<file path="src/rtl/nibble_sum_assembler.sv">
// nibble_sum_assembler
// Pairs a stream of low/high nibble sums into one 9-bit byte sum.
// A three-state FSM collects the low nibble, then the high nibble, and then
// holds the assembled result until the consumer takes it.
// Optional build macro NIBBLE_ASM_STRICT_EN: checks in_ctrl against the
// expected nibble position and pulses out_err on a mismatch. Without it,
// in_ctrl is ignored and nibbles alternate lo, hi by arrival order.
module nibble_sum_assembler #(
  parameter int NIB_W = 4,
  parameter int CNT_W = 8
) (
  input  logic               clk,
  input  logic               rst_n,
  input  logic               in_valid,
  output logic               in_ready,
  input  logic [NIB_W:0]     in_q,
  input  logic               in_ctrl,
  output logic               out_valid,
  input  logic               out_ready,
  output logic [2*NIB_W:0]   out_sum,
  output logic               out_err,
  output logic [CNT_W-1:0]   done_cnt
);

  localparam int SUM_W = 2*NIB_W+1;

  typedef enum logic [1:0] {S_LO, S_HI, S_OUT} state_t;

  state_t             state, state_nxt;
  logic               rdy_en;
  logic               lo_ld, sum_ld, handoff, err_nxt;
  logic [NIB_W:0]     lo_p0;
  logic [SUM_W-1:0]   sum_p1;
  logic               vld_p1;
  logic               err_p1;
  logic [CNT_W-1:0]   cnt;

  // Weights the high nibble sum by 2^NIB_W and adds the low one; the widest
  // possible result (30*16+30) still fits SUM_W bits, so no saturation.
  function automatic logic [SUM_W-1:0] assemble(input logic [NIB_W:0] hi,
                                                input logic [NIB_W:0] lo);
    logic [SUM_W-1:0] hi_x, lo_x;
    hi_x = {{NIB_W{1'b0}}, hi};
    lo_x = {{NIB_W{1'b0}}, lo};
    return (hi_x << NIB_W) + lo_x;
  endfunction

  // Keeps in_ready low until the first clock after reset release.
  always_ff @(posedge clk or negedge rst_n) begin
    if (!rst_n) rdy_en <= 1'b0;
    else        rdy_en <= 1'b1;
  end

  // State register.
  always_ff @(posedge clk or negedge rst_n) begin
    if (!rst_n) state <= S_LO;
    else        state <= state_nxt;
  end

  // Next-state, handshake and load strobes.
  always_comb begin
    state_nxt = state;
    in_ready  = 1'b0;
    lo_ld     = 1'b0;
    sum_ld    = 1'b0;
    handoff   = 1'b0;
    err_nxt   = 1'b0;
    case (state)
      S_LO: begin
        in_ready = rdy_en;
        if (in_valid && rdy_en) begin
`ifdef NIBBLE_ASM_STRICT_EN
          if (in_ctrl) begin
            err_nxt = 1'b1;
          end else begin
            lo_ld     = 1'b1;
            state_nxt = S_HI;
          end
`else
          // in_ctrl carries no meaning in this build; it never raises an error.
          err_nxt   = in_ctrl & 1'b0;
          lo_ld     = 1'b1;
          state_nxt = S_HI;
`endif
        end
      end
      S_HI: begin
        in_ready = rdy_en;
        if (in_valid && rdy_en) begin
`ifdef NIBBLE_ASM_STRICT_EN
          if (!in_ctrl) begin
            lo_ld   = 1'b1;
            err_nxt = 1'b1;
          end else begin
            sum_ld    = 1'b1;
            state_nxt = S_OUT;
          end
`else
          sum_ld    = 1'b1;
          state_nxt = S_OUT;
`endif
        end
      end
      S_OUT: begin
        if (out_ready) begin
          handoff   = 1'b1;
          state_nxt = S_LO;
        end
      end
      default: state_nxt = S_LO;
    endcase
  end

  // Stage p0: capture the low nibble sum.
  always_ff @(posedge clk or negedge rst_n) begin
    if (!rst_n)     lo_p0 <= '0;
    else if (lo_ld) lo_p0 <= in_q;
  end

  // Stage p1: assemble on the high nibble and hold until hand-off.
  always_ff @(posedge clk or negedge rst_n) begin
    if (!rst_n) begin
      sum_p1 <= '0;
      vld_p1 <= 1'b0;
    end else if (sum_ld) begin
      sum_p1 <= assemble(in_q, lo_p0);
      vld_p1 <= 1'b1;
    end else if (handoff) begin
      vld_p1 <= 1'b0;
    end
  end

  // Registered one-cycle error pulse.
  always_ff @(posedge clk or negedge rst_n) begin
    if (!rst_n) err_p1 <= 1'b0;
    else        err_p1 <= err_nxt;
  end

  // Counts results handed off; wraps naturally at 2^CNT_W.
  always_ff @(posedge clk or negedge rst_n) begin
    if (!rst_n)       cnt <= '0;
    else if (handoff) cnt <= cnt + 1'b1;
  end

  assign out_valid = vld_p1;
  assign out_sum   = sum_p1;
  assign out_err   = err_p1;
  assign done_cnt  = cnt;

endmodule

</file>
<file path="config.mk">
export PLATFORM = sky130hd
export DESIGN_NAME = nibble_sum_assembler
export DESIGN_NICKNAME = d
export VERILOG_FILES = /design/src/rtl/nibble_sum_assembler.sv
export SDC_FILE = /design/constraint.sdc
export NUM_CORES = 1
export LEC_CHECK = 0
export CAP_MARGIN = 10
export CORE_ASPECT_RATIO = 1.1
export CORE_MARGIN = 2
export CORE_UTILIZATION = 47
export CTS_CLUSTER_SIZE = 12
export DETAILED_ROUTE_END_ITERATION = 16
export PLACE_DENSITY = 0.88
export SLEW_MARGIN = 20
export SYNTH_ARGS = -nofsm -noshare
export SYNTH_HDL_FRONTEND = slang
export SYNTH_SLANG_ARGS = --single-unit
</file>
<file path="constraint.sdc">
create_clock -name clk -period 1.63 [get_ports clk]
set_clock_uncertainty 0.2 [all_clocks]
set_input_delay 0.4075 -clock clk [delete_from_list [all_inputs] [get_ports clk]]
set_output_delay 0.4075 -clock clk [all_outputs]
set_load 0.02 [all_outputs]
</file>
## Yosys cells after proc, flatten, opt, wreduce, memory -nomap -nowiden

Index checks and enable logic that the tools add are counted.

| operators by class | value |
|---|---|
| add/subtract/negate cells | 2 |
| equal/unequal tests | 5 |
| mux-type cells | 12 |
| reduce and logical (&&, ||, !) cells | 5 |

Operators with widths:

| cell | count |
|---|---|
| $add 9x5->9 | 1 |
| $add 8x1->8 const B | 1 |
| $mux 1 | 8 |
| $mux 2 | 3 |
| $ne 2x2->1 const B | 3 |
| $pmux 2 s3 | 1 |
| $reduce_and 3->1 | 1 |
| $eq 2x1->1 const B | 1 |
| $eq 2x2->1 const B | 1 |
| $logic_not 2->1 | 1 |
| $reduce_bool 2->1 | 1 |
| $reduce_or 2->1 | 1 |
| $logic_and 1x1->1 | 1 |

| storage, ports and cells | value |
|---|---|
| register bits | 26 |
| input port bits | 10 |
| logic and storage cells | 30 |

## Longest topological paths before layout

Gate-level depths: netlist of run 1.

| depth | value |
|---|---|
| depth after elaboration | 4 |
| mapped depth | 5 |
| depth with buffers taken out | 5 |

## Worst setup path before layout of run 1

OpenSTA, ideal clock, no wires.

| path | value |
|---|---|
| path type | input to register |
| start | input in_q[0] |
| end | register sum_p1[5] (netlist: out_sum[5]) |
| setup time | 0.128 ns |
| arrival time | 1.117 ns |
| setup slack | 0.186 ns |
| stages | 3 |
| buffers on the path | 0 |
| cell sequence | ha_1 ha_1 mux2_1 |

| on the way | value |
|---|---|
| word-level cells in the longest chain between the ends | 1 |

RTL lines:

| item | RTL line | text |
|---|---|---|
| start, declared | 16 | `input logic [NIB_W:0] in_q,` |
| $add 9x5->9 | 45 | `return (hi_x << NIB_W) + lo_x;` |
| end signal, assigned | 126 | `sum_p1 <= assemble(in_q, lo_p0);` |
| end, declared | 33 | `logic [SUM_W-1:0] sum_p1;` |

Every way passes these cells.
A chain may end at the register's enable or synchronous reset.

## Worst setup path after layout of run 1

| path | value |
|---|---|
| start | register state[1] |
| end | output in_ready |

| on the way | value |
|---|---|
| word-level cells in the longest chain between the ends | 3 |
| elaborated cells on any way between the ends | 4 |
| those cells by class | eq/ne: 1; mux: 1; reduce/logical: 2 |

RTL lines:

| item | RTL line | text |
|---|---|---|
| start, declared | 29 | `state_t state, state_nxt;` |
| start signal, assigned | 57 | `else state <= state_nxt;` |
| $eq 2x1->1 / $logic_not 2->1 (equally long branches) | 68 | `case (state)` |
| $reduce_or 2->1 (no source line) (*) | n/a |  |
| $mux 1 (*) | 68 |  |
| end, declared | 15 | `output logic in_ready,` |

Mark *: on every way between the ends. The rest lies on a longest branch, timed or not.

==> results of run 1 <==
-- synth_stat cells --
cell type  number
and3_1          1
and3b_1         1
buf_4           1
buf_6           2
conb_1          2
dfrtp_1        26
ha_1            3
inv_1           1
mux2_1          1
mux2_2          8
mux2_4          3
nand2_1         8
nand2b_1        1
nand3_1         2
nand4_1         3
nand4b_4        1
nor2_1          1
nor2b_1         1
nor3_1          1
nor3_4          1
nor4_2          1
o21ai_0         1
o21ai_1         4
xnor2_1         5
xor2_1          6
-- critical path, stage by stage, from the launching register on --
cell     delay (ns)
dfrtp_1        0.42
nor2b_1        0.13
buf_4          0.15
-- registers in the layout, summed over array words and instances, names as in the netlist --
| name | count |
|---|---|
| done_cnt | 8 |
| lo_p0 | 5 |
| out_sum | 9 |
| rdy_en | 1 |
| out_valid | 1 |
| state | 2 |
-- power breakdown --
part / switching (mW) / internal (mW) / leakage (nW) / total [mW]
clock network: 0.175 / 0.0863 / 0.0138 / 0.261
logic: 0.508 / 0.466 / 0.422 / 0.974
registers: 0.143 / 0.883 / 0.324 / 1.03
total: 0.827 / 1.44 / 0.759 / 2.26
-- layout make-up --
| cell class | count | share of cell area [%] |
|---|---|---|
| clock buffer | 3 | 1.48 |
| inverter | 1 | 0.247 |
| multi-input combinational | 55 | 31.1 |
| sequential | 26 | 42.9 |
| tap | 30 | 2.47 |
| timing repair buffer | 44 | 21.8 |
-- stage by stage --
| step | utilization, % | setup WS [ns] |
|---|---|---|
| after floorplan | - | 0.186 |
| after global routing | 66.7 | -0.0396 |
| after global placement | 68.4 | -0.318 |
| final | 66.7 | 0.0132 |
| after detailed placement | 68.4 | -0.355 |
| after CTS | 69.7 | 0.00296 |
-- timing repair --
item,4_1_cts,5_1_grt
setup endpoints to repair,24,19
buffers inserted,0,1
resized for setup,47,18
pin swaps,1,1
gates cloned,0,0
-- cells in the final DEF (no fill, tap or decap), types with 3 or more instances in the layout --
cell | synthesis | routed
mux2_4 | 3 | 4
clkbuf_2 | 0 | 16
buf_4 | 1 | 17
clkdlybuf4s50_1 | 0 | 6
xnor2_1 | 5 | 5
nand4_1 | 3 | 3
clkbuf_4 | 0 | 3
mux2_2 | 8 | 7
dfrtp_1 | 26 | 26
nand2_1 | 8 | 7
o21ai_1 | 4 | 4
xor2_1 | 6 | 6
-- layer usage --
metal  track usage (%)  up-vias  wire length, um
met3              1.88        2               64
met4              8.88        0               36
li1                  -      376                -
met5                 0        -                0
met1              24.2      394              933
met2              29.9       18             1150
-- kinds of logic after synthesis --
family,after synthesis
other,2
adder cells (fa/ha/maj),3
AO/OA/AOI/OAI,5
XOR/XNOR,11
AND/OR/NAND/NOR,22
flip-flops,26
buffers and inverters,4
multiplexers,12
-- how the worst max path moves through the flow --
stage,slack [ns],to,start
after floorplan,0.19,out_sum[5],in_q[0]
after global placement,-0.32,lo_p0[0],in_valid
after detailed placement,-0.35,lo_p0[0],in_valid
after CTS,0.003,done_cnt[2],done_cnt[2]
after global routing,-0.04,in_ready,state[1]
final,0.01,in_ready,state[1]
==> flow_summary.toml, run 1 <==
[synth]
synthTopCellsByArea = "dfrtp_1 (57%), mux2_2 (7.9%), xor2_1 (4.6%), mux2_4 (3.9%), xnor2_1 (3.8%)"
yosys_warnings = 0
synth_xor_area_share_pct = 8.42
synth_mux_area_share_pct = 12.8
yosysTopAreaCellShare_pct = 56.8
synth_top_family_by_area = "simple AND/OR/NAND/NOR gates"
synth_nets = 98
synth_compound_area_share_pct = 2.19
ys_ff_latch = 26
avgSynthCellArea_um2 = 13.5
synth-simple-area-share_pct = 12.9
synth.yosys.seq_area_share_pct = 56.8
synthCells = 85
synth_fa_ha_area_share_pct = 3.28
yosysTopAreaCell = "dfrtp_1"
synth_area_mm2 = 0.00114
ys_types = 25

[finish]
final_cells = 159
num_antenna_cells = 0
drive_gt1_share_pct = 43.4
synthToLayoutAreaGrowth_pct = 32.6
multi_input_comb_area_um2 = 472
final_cell_area_mm2 = 0.00152
num-fill-cells = 193
nNetsFinal = 144
register_area_um2 = 651

[timing]
period_minus_slack_ns = 1.62
rsz0062_at_grt = "yes"
hold_ws_ns = 0.200
drv_slew = 0
hold_viol = 0
period_share_pct = 99.2
finalSetupTns_ns = 0
max_freq_ghz = 0.618
finalSetupViolCount = 0

[worst_setup_path]
r2r-end = "lo_p0[4]"
r2r_cells = 4
arrival_ns = 1.01
crit_path_start_kind = "flop"
ff2ff_setup_slack_ns = 0.09
worstReg2RegStart = "rdy_en"
crit_type = "flop to output pin"
cp_max_fo = 2
cp_data_required_time_ns = 1.02
cp-end-kind = "output pin"

[route]
wl_per_cell_um = 13.8
drtIter0Drc = 15
vias = 790
drc = 0
drtAntennaViolNets = 0
routed_via_density = 4.97
drtPass1Iterations = 4
wl_mm = 2.19

[place]
dp_hpwl_mm = 1.62
gp_congestion = 0.784
dp_cells = 155
post_dp_cell_area_mm2 = 0.00156
port_buffers = 27

[clock_tree]
clkLatencyLatePin_ns = 0.31
cts_hold_buf = 0
cts_root_buf = "clkbuf_4"
cts_sinks = 26
cts_tree = "done"
cts_buffer_depth = 2
htreeDepth = 1
path_clk_slew_ns = 0.13
numCtsBuffers = 3

[worst_hold_path]
min_from = "in_q[0]"
holdPathStages = 2
worstHoldEndpoint = "lo_p0[0]"
hold_class = "input pin to flop"

[pwr]
power.total_mw = 2.26
leakagePower_nw = 0.759
pwr_density_cell_mw_per_mm2 = 1490
vdd_ir_drop_max_mv = 1.03

[floorplan]
die_h_um = 55.8
die_area_mm2 = 0.00285
initial_core_util_pct = 50.3
rows = 18
core_mm2 = 0.00227
fp.dieW_um = 51.1
io_pins = 30

[global_routing]
grt_max_degree = 27
grt_antenna_before_repair = 0
grt_overflow = 0
grt_pass1_vias = 876
grt_pass1_wl_mm = 4.03
grt_usage_pct = 18.4

[flow_run]
drv_cap = 0

[status]
status = "completed"
Note: power is estimated with default switching activity, not from simulation.
==> inputs of run 2 (changes only) <==
--- a/config.mk
+++ b/config.mk
@@ -11,6 +11,7 @@
 export CORE_UTILIZATION = 47
 export CTS_CLUSTER_SIZE = 12
 export DETAILED_ROUTE_END_ITERATION = 16
+export MAX_ROUTING_LAYER = met4
 export PLACE_DENSITY = 0.88
 export SLEW_MARGIN = 20
 export SYNTH_ARGS = -nofsm -noshare
==> run 2 against run 1 <==
- wire length down 0.69%
- core utilization unchanged
- worst setup slack better by 0.0086 ns
==> flow_summary.toml, run 2 (same netlist as run 1, synthesis figures left out) <==
[clock_tree]
numCtsBuffers = 3
htreeDepth = 1
cts_sinks = 26
cts_buffer_depth = 2
clkLatencyLatePin_ns = 0.31
path_clk_slew_ns = 0.13
cts_hold_buf = 0
cts_root_buf = "clkbuf_4"
cts_tree = "done"

[pwr]
pwr_density_cell_mw_per_mm2 = 1490
vdd_ir_drop_max_mv = 1.03
leakagePower_nw = 0.759
power.total_mw = 2.26

[floorplan]
core_mm2 = 0.00227
die_h_um = 55.8
initial_core_util_pct = 50.3
rows = 18
io_pins = 30
fp.dieW_um = 51.1
die_area_mm2 = 0.00285

[timing]
setup_ws_ns = 0.0218
max_freq_ghz = 0.622
period_minus_slack_ns = 1.61
rsz0062_at_grt = "yes"
period_share_pct = 98.7
hold_viol = 0
drv_slew = 0
finalSetupViolCount = 0
finalSetupTns_ns = 0

[route]
drtAntennaViolNets = 0
drtIter0Drc = 15
drtPass1Iterations = 4
vias = 793
routed_via_density = 4.99
wl_per_cell_um = 13.7
wl_mm = 2.17
drc = 0

[worst_setup_path]
cp_data_required_time_ns = 1.02
crit_chain = "nor2b_1 > buf_4"
arrival_ns = 1.00
cp_max_fo = 2
cp-end-kind = "output pin"
timing.critical_path.slowest_stage_cell = "dfrtp_1"
crit_type = "flop to output pin"
cp_slowest_stage_delay_ns = 0.41
crit_path_start_kind = "flop"

[finish]
finalCoreUtilization_pct = 66.7
drive_gt1_share_pct = 43.4
layout_common_cells = "dfrtp_1 (26), buf_4 (17), clkbuf_2 (16)"
nNetsFinal = 144
final_common_cell = "dfrtp_1"
largest_reg_flops = 9
final_cells = 159
num_antenna_cells = 0
synthToLayoutAreaGrowth_pct = 32.6

[place]
dp_hpwl_mm = 1.62
pre_cts_slack_ns = -0.355
port_buffers = 27
gp_congestion = 0.795
dp_cells = 155

[global_routing]
top_usage_layer = "met2"
use_met2_pct = 29.9
grt_usage_pct = 18.9
met3_usage_pct = 1.88
grt_antenna_before_repair = 0
grt_overflow = 0
gr-usage-met1_pct = 24.2
grt_pass1_wl_mm = 4.03
grt_pass1_vias = 875
grt_max_degree = 27

[flow_run]
drv_cap = 0

[status]
status = "completed"

[worst_hold_path]
hold_class = "input pin to flop"
-- run 2: worst max-delay path, delay by kind of cell, from the launching register on --
kind | cells | cell delay (ns)
flip-flops | 1 | 0.41
buffers and inverters | 1 | 0.15
AND/OR/NAND/NOR | 1 | 0.13
-- run 2: power by group --
group / switching, mW / internal, mW / leakage [nW]
logic: 0.508 / 0.466 / 0.422
registers: 0.143 / 0.883 / 0.324
clock network: 0.174 / 0.0863 / 0.0138
total: 0.825 / 1.44 / 0.759
-- run 2: what timing repair did --
action / in CTS / in global routing
pin swaps: 1 / 1
gates cloned: 0 / 0
gates resized for setup: 47 / 18
setup buffers: 0 / 1
setup endpoints to repair: 24 / 19
-- run 2: area by class of cell --
type	instances	area (um2)
clock buffers	3	22.5
fillers	193	757
inverters	1	3.75
multi-input cells	55	472
flip-flops and latches	26	651
well taps	30	37.5
repair buffers	44	332
-- run 2: worst paths after layout --
kind | slack, ns | endpoint | startpoint | depth (start not counted)
hold / removal | 0.20 | lo_p0[0] | in_q[0] | 2
setup reg to reg | 0.09 | lo_p0[4] | rdy_en | 4
max in group asynchronous | 0.86 | lo_p0[2] | rst_n | 2
hold reg to reg | 0.30 | out_sum[7] | out_sum[7] | 2
setup / recovery | 0.02 | in_ready | state[1] | 2
min in group asynchronous | 0.23 | done_cnt[7] | rst_n | 2
-- run 2: layer usage --
layer,vias up,routed length [um]
met4,0,34
met5,-,0
met3,2,65
met1,395,926
met2,21,1150
li1,375,-
-- run 2: metrics by stage --
step | hold WS [ns] | area [um2]
2_1_floorplan | -0.0881 | 1140
3_5_place_dp | 0.263 | 1560
4_1_cts | 0.221 | 1590
6_report | 0.204 | 1520
3_3_place_gp | 0.255 | 1560
5_1_grt | 0.190 | 1520
==> inputs of run 3 (changes only) <==
--- a/config.mk
+++ b/config.mk
@@ -6,13 +6,15 @@
 export NUM_CORES = 1
 export LEC_CHECK = 0
 export CAP_MARGIN = 10
+export CELL_PAD_IN_SITES_DETAIL_PLACEMENT = 0
+export CELL_PAD_IN_SITES_GLOBAL_PLACEMENT = 1
 export CORE_ASPECT_RATIO = 1.1
 export CORE_MARGIN = 2
-export CORE_UTILIZATION = 47
+export CORE_UTILIZATION = 37
 export CTS_CLUSTER_SIZE = 12
 export DETAILED_ROUTE_END_ITERATION = 16
 export MAX_ROUTING_LAYER = met4
-export PLACE_DENSITY = 0.88
+export PLACE_DENSITY = 0.87
 export SLEW_MARGIN = 20
 export SYNTH_ARGS = -nofsm -noshare
 export SYNTH_HDL_FRONTEND = slang
==> run 3 against run 2 <==
- global-route usage is 6.5 points lower
- die area is 25% higher
- total power is 0.52% higher
- count of clock-buffer cells in the layout stayed put
- sequential share of layout area is 0.83 points lower
- first-iteration DRC count is 53% lower
- worst setup slack hardly changed
- final cell count is 3.8% higher
- sequential power hardly changed
- critical path type is now input pin to flop
- largest power group unchanged
- highest routed layer unchanged
==> flow_summary.toml, run 3 (same netlist as run 1, synthesis figures left out) <==
[status]
status = "completed"

[global_routing]
grt_antenna_before_repair = 0
grt_pass1_vias = 727
grt_usage_pct = 12.3
grt_pass1_wl_mm = 3.35
grt_max_degree = 27
grt_overflow = 0

[timing]
hold_viol = 0
rsz0062_at_grt = "yes"
max_freq_ghz = 0.622
period_minus_slack_ns = 1.61
finalSetupViolCount = 0
setup_ws_ns = 0.0222
drv_slew = 0
period_share_pct = 98.6

[route]
drtAntennaViolNets = 0
drc = 0
vias = 770
drtIter0Drc = 7
drtPass1Iterations = 3
wl_mm = 2.02
routed_via_density = 4.67
wl_per_cell_um = 12.2

[finish]
num-fill-cells = 277
nNetsFinal = 146
num_antenna_cells = 0
multi_input_comb_area_um2 = 477
synthToLayoutAreaGrowth_pct = 35.2
drive_gt1_share_pct = 45.0
largest_reg_flops = 9
finalCoreUtilization_pct = 51.7
register_area_um2 = 651
layout_common_cells = "dfrtp_1 (26), buf_4 (18), clkbuf_2 (15)"
final_common_cell = "dfrtp_1"

[worst_setup_path]
crit_path_end = "lo_p0[0]"
worstReg2RegStart = "state[0]"
path_buf_inv = 2
ff2ff_setup_slack_ns = 0.11
r2r_cells = 3
cp_slowest_stage_delay_ns = 0.49
r2r-end = "done_cnt[7]"
cp-end-kind = "flop"
crit_cells = 5
timing.critical_path.slowest_stage_cell = "clkdlybuf4s50_1"
crit_path_start_kind = "input pin"
crit_chain = "clkdlybuf4s50_1 > nand2_2 > nor3_4 > buf_6 > mux2_2"
cp_data_required_time_ns = 1.64
cp_max_fo = 5
crit_type = "input pin to flop"
critPathTopFamily = "buffers and inverters"
crit_start = "in_valid"
arrival_ns = 1.61

[clock_tree]
path_clk_slew_ns = 0.12
cts_root_buf = "clkbuf_4"
htreeDepth = 1
cts_hold_buf = 0
cts_sinks = 26
cts_buffer_depth = 2
cts_tree = "done"
clkLatencyLatePin_ns = 0.31
numCtsBuffers = 3

[pwr]
vdd_ir_drop_max_mv = 0.832
leakagePower_nw = 0.773
pwr_density_cell_mw_per_mm2 = 1470

[floorplan]
die_h_um = 62.3
die_area_mm2 = 0.00356
fp.dieW_um = 57.0
core_mm2 = 0.00300
io_pins = 30
initial_core_util_pct = 38.2
rows = 21

[worst_hold_path]
hold_class = "input pin to flop"

[flow_run]
drv_cap = 0

[place]
gp_congestion = 0.777
port_buffers = 27
pre_cts_slack_ns = -0.335
dp_hpwl_mm = 1.49
run 3: changes by cell type in the layout (fill, tap and decap cells not counted), sizes merged:
cell and delta:
buf +3, clkbuf -1, clkdlybuf4s50 +1, dlygate4sd2 -1
run 3: final cells by class:
type	count	share of cell area (%)
flip-flops and latches	26	42.0
repair buffers	46	22.7
inverters	1	0.243
well taps	34	2.75
multi-input cells	55	30.8
clock buffers	3	1.46
run 3: where the power goes:
| part | leakage, nW | switching, mW | internal [mW] |
|---|---|---|---|
| logic | 0.435 | 0.490 | 0.489 |
| clock network | 0.0138 | 0.177 | 0.0864 |
| registers | 0.324 | 0.146 | 0.883 |
run 3: through the flow:
step	std cells	total power, mW	setup TNS [ns]	cell area (um2)	hold WS (ns)
floorplan	85	1.62	0	1140	-0.0881
global placement	161	2.12	-5.38	1580	0.257
detailed placement	161	2.15	-5.64	1580	0.260
CTS	164	2.33	0	1600	0.221
global route	165	2.42	-0.0213	1550	0.199
finish	165	2.27	0	1550	0.197
run 3: what timing repair did:
item | CTS | global route
endpoints found under the setup margin | 19 | 25
buffers inserted | 0 | 1
resized for setup | 43 | 25
pin swaps | 0 | 2
run 3: worst min-delay path by stage:
stage / depth (start not counted) / to / from / slack [ns]
after floorplan: 0 / done_cnt[0] / rst_n / -0.09
after CTS: 2 / out_sum[2] / rst_n / 0.22
final: 2 / lo_p0[0] / in_q[0] / 0.20
after global routing: 2 / lo_p0[0] / in_q[0] / 0.20
after global placement: 1 / done_cnt[7] / done_cnt[7] / 0.26
after detailed placement: 1 / done_cnt[7] / done_cnt[7] / 0.26
run 3: per-layer routing:
metal	vias to the layer above	GRT usage, %	wire [um]
met5	-	-	0
met4	0	4.36	13
met3	2	2.71	102
met2	18	17.0	917
met1	368	17.9	983
li1	382	-	-
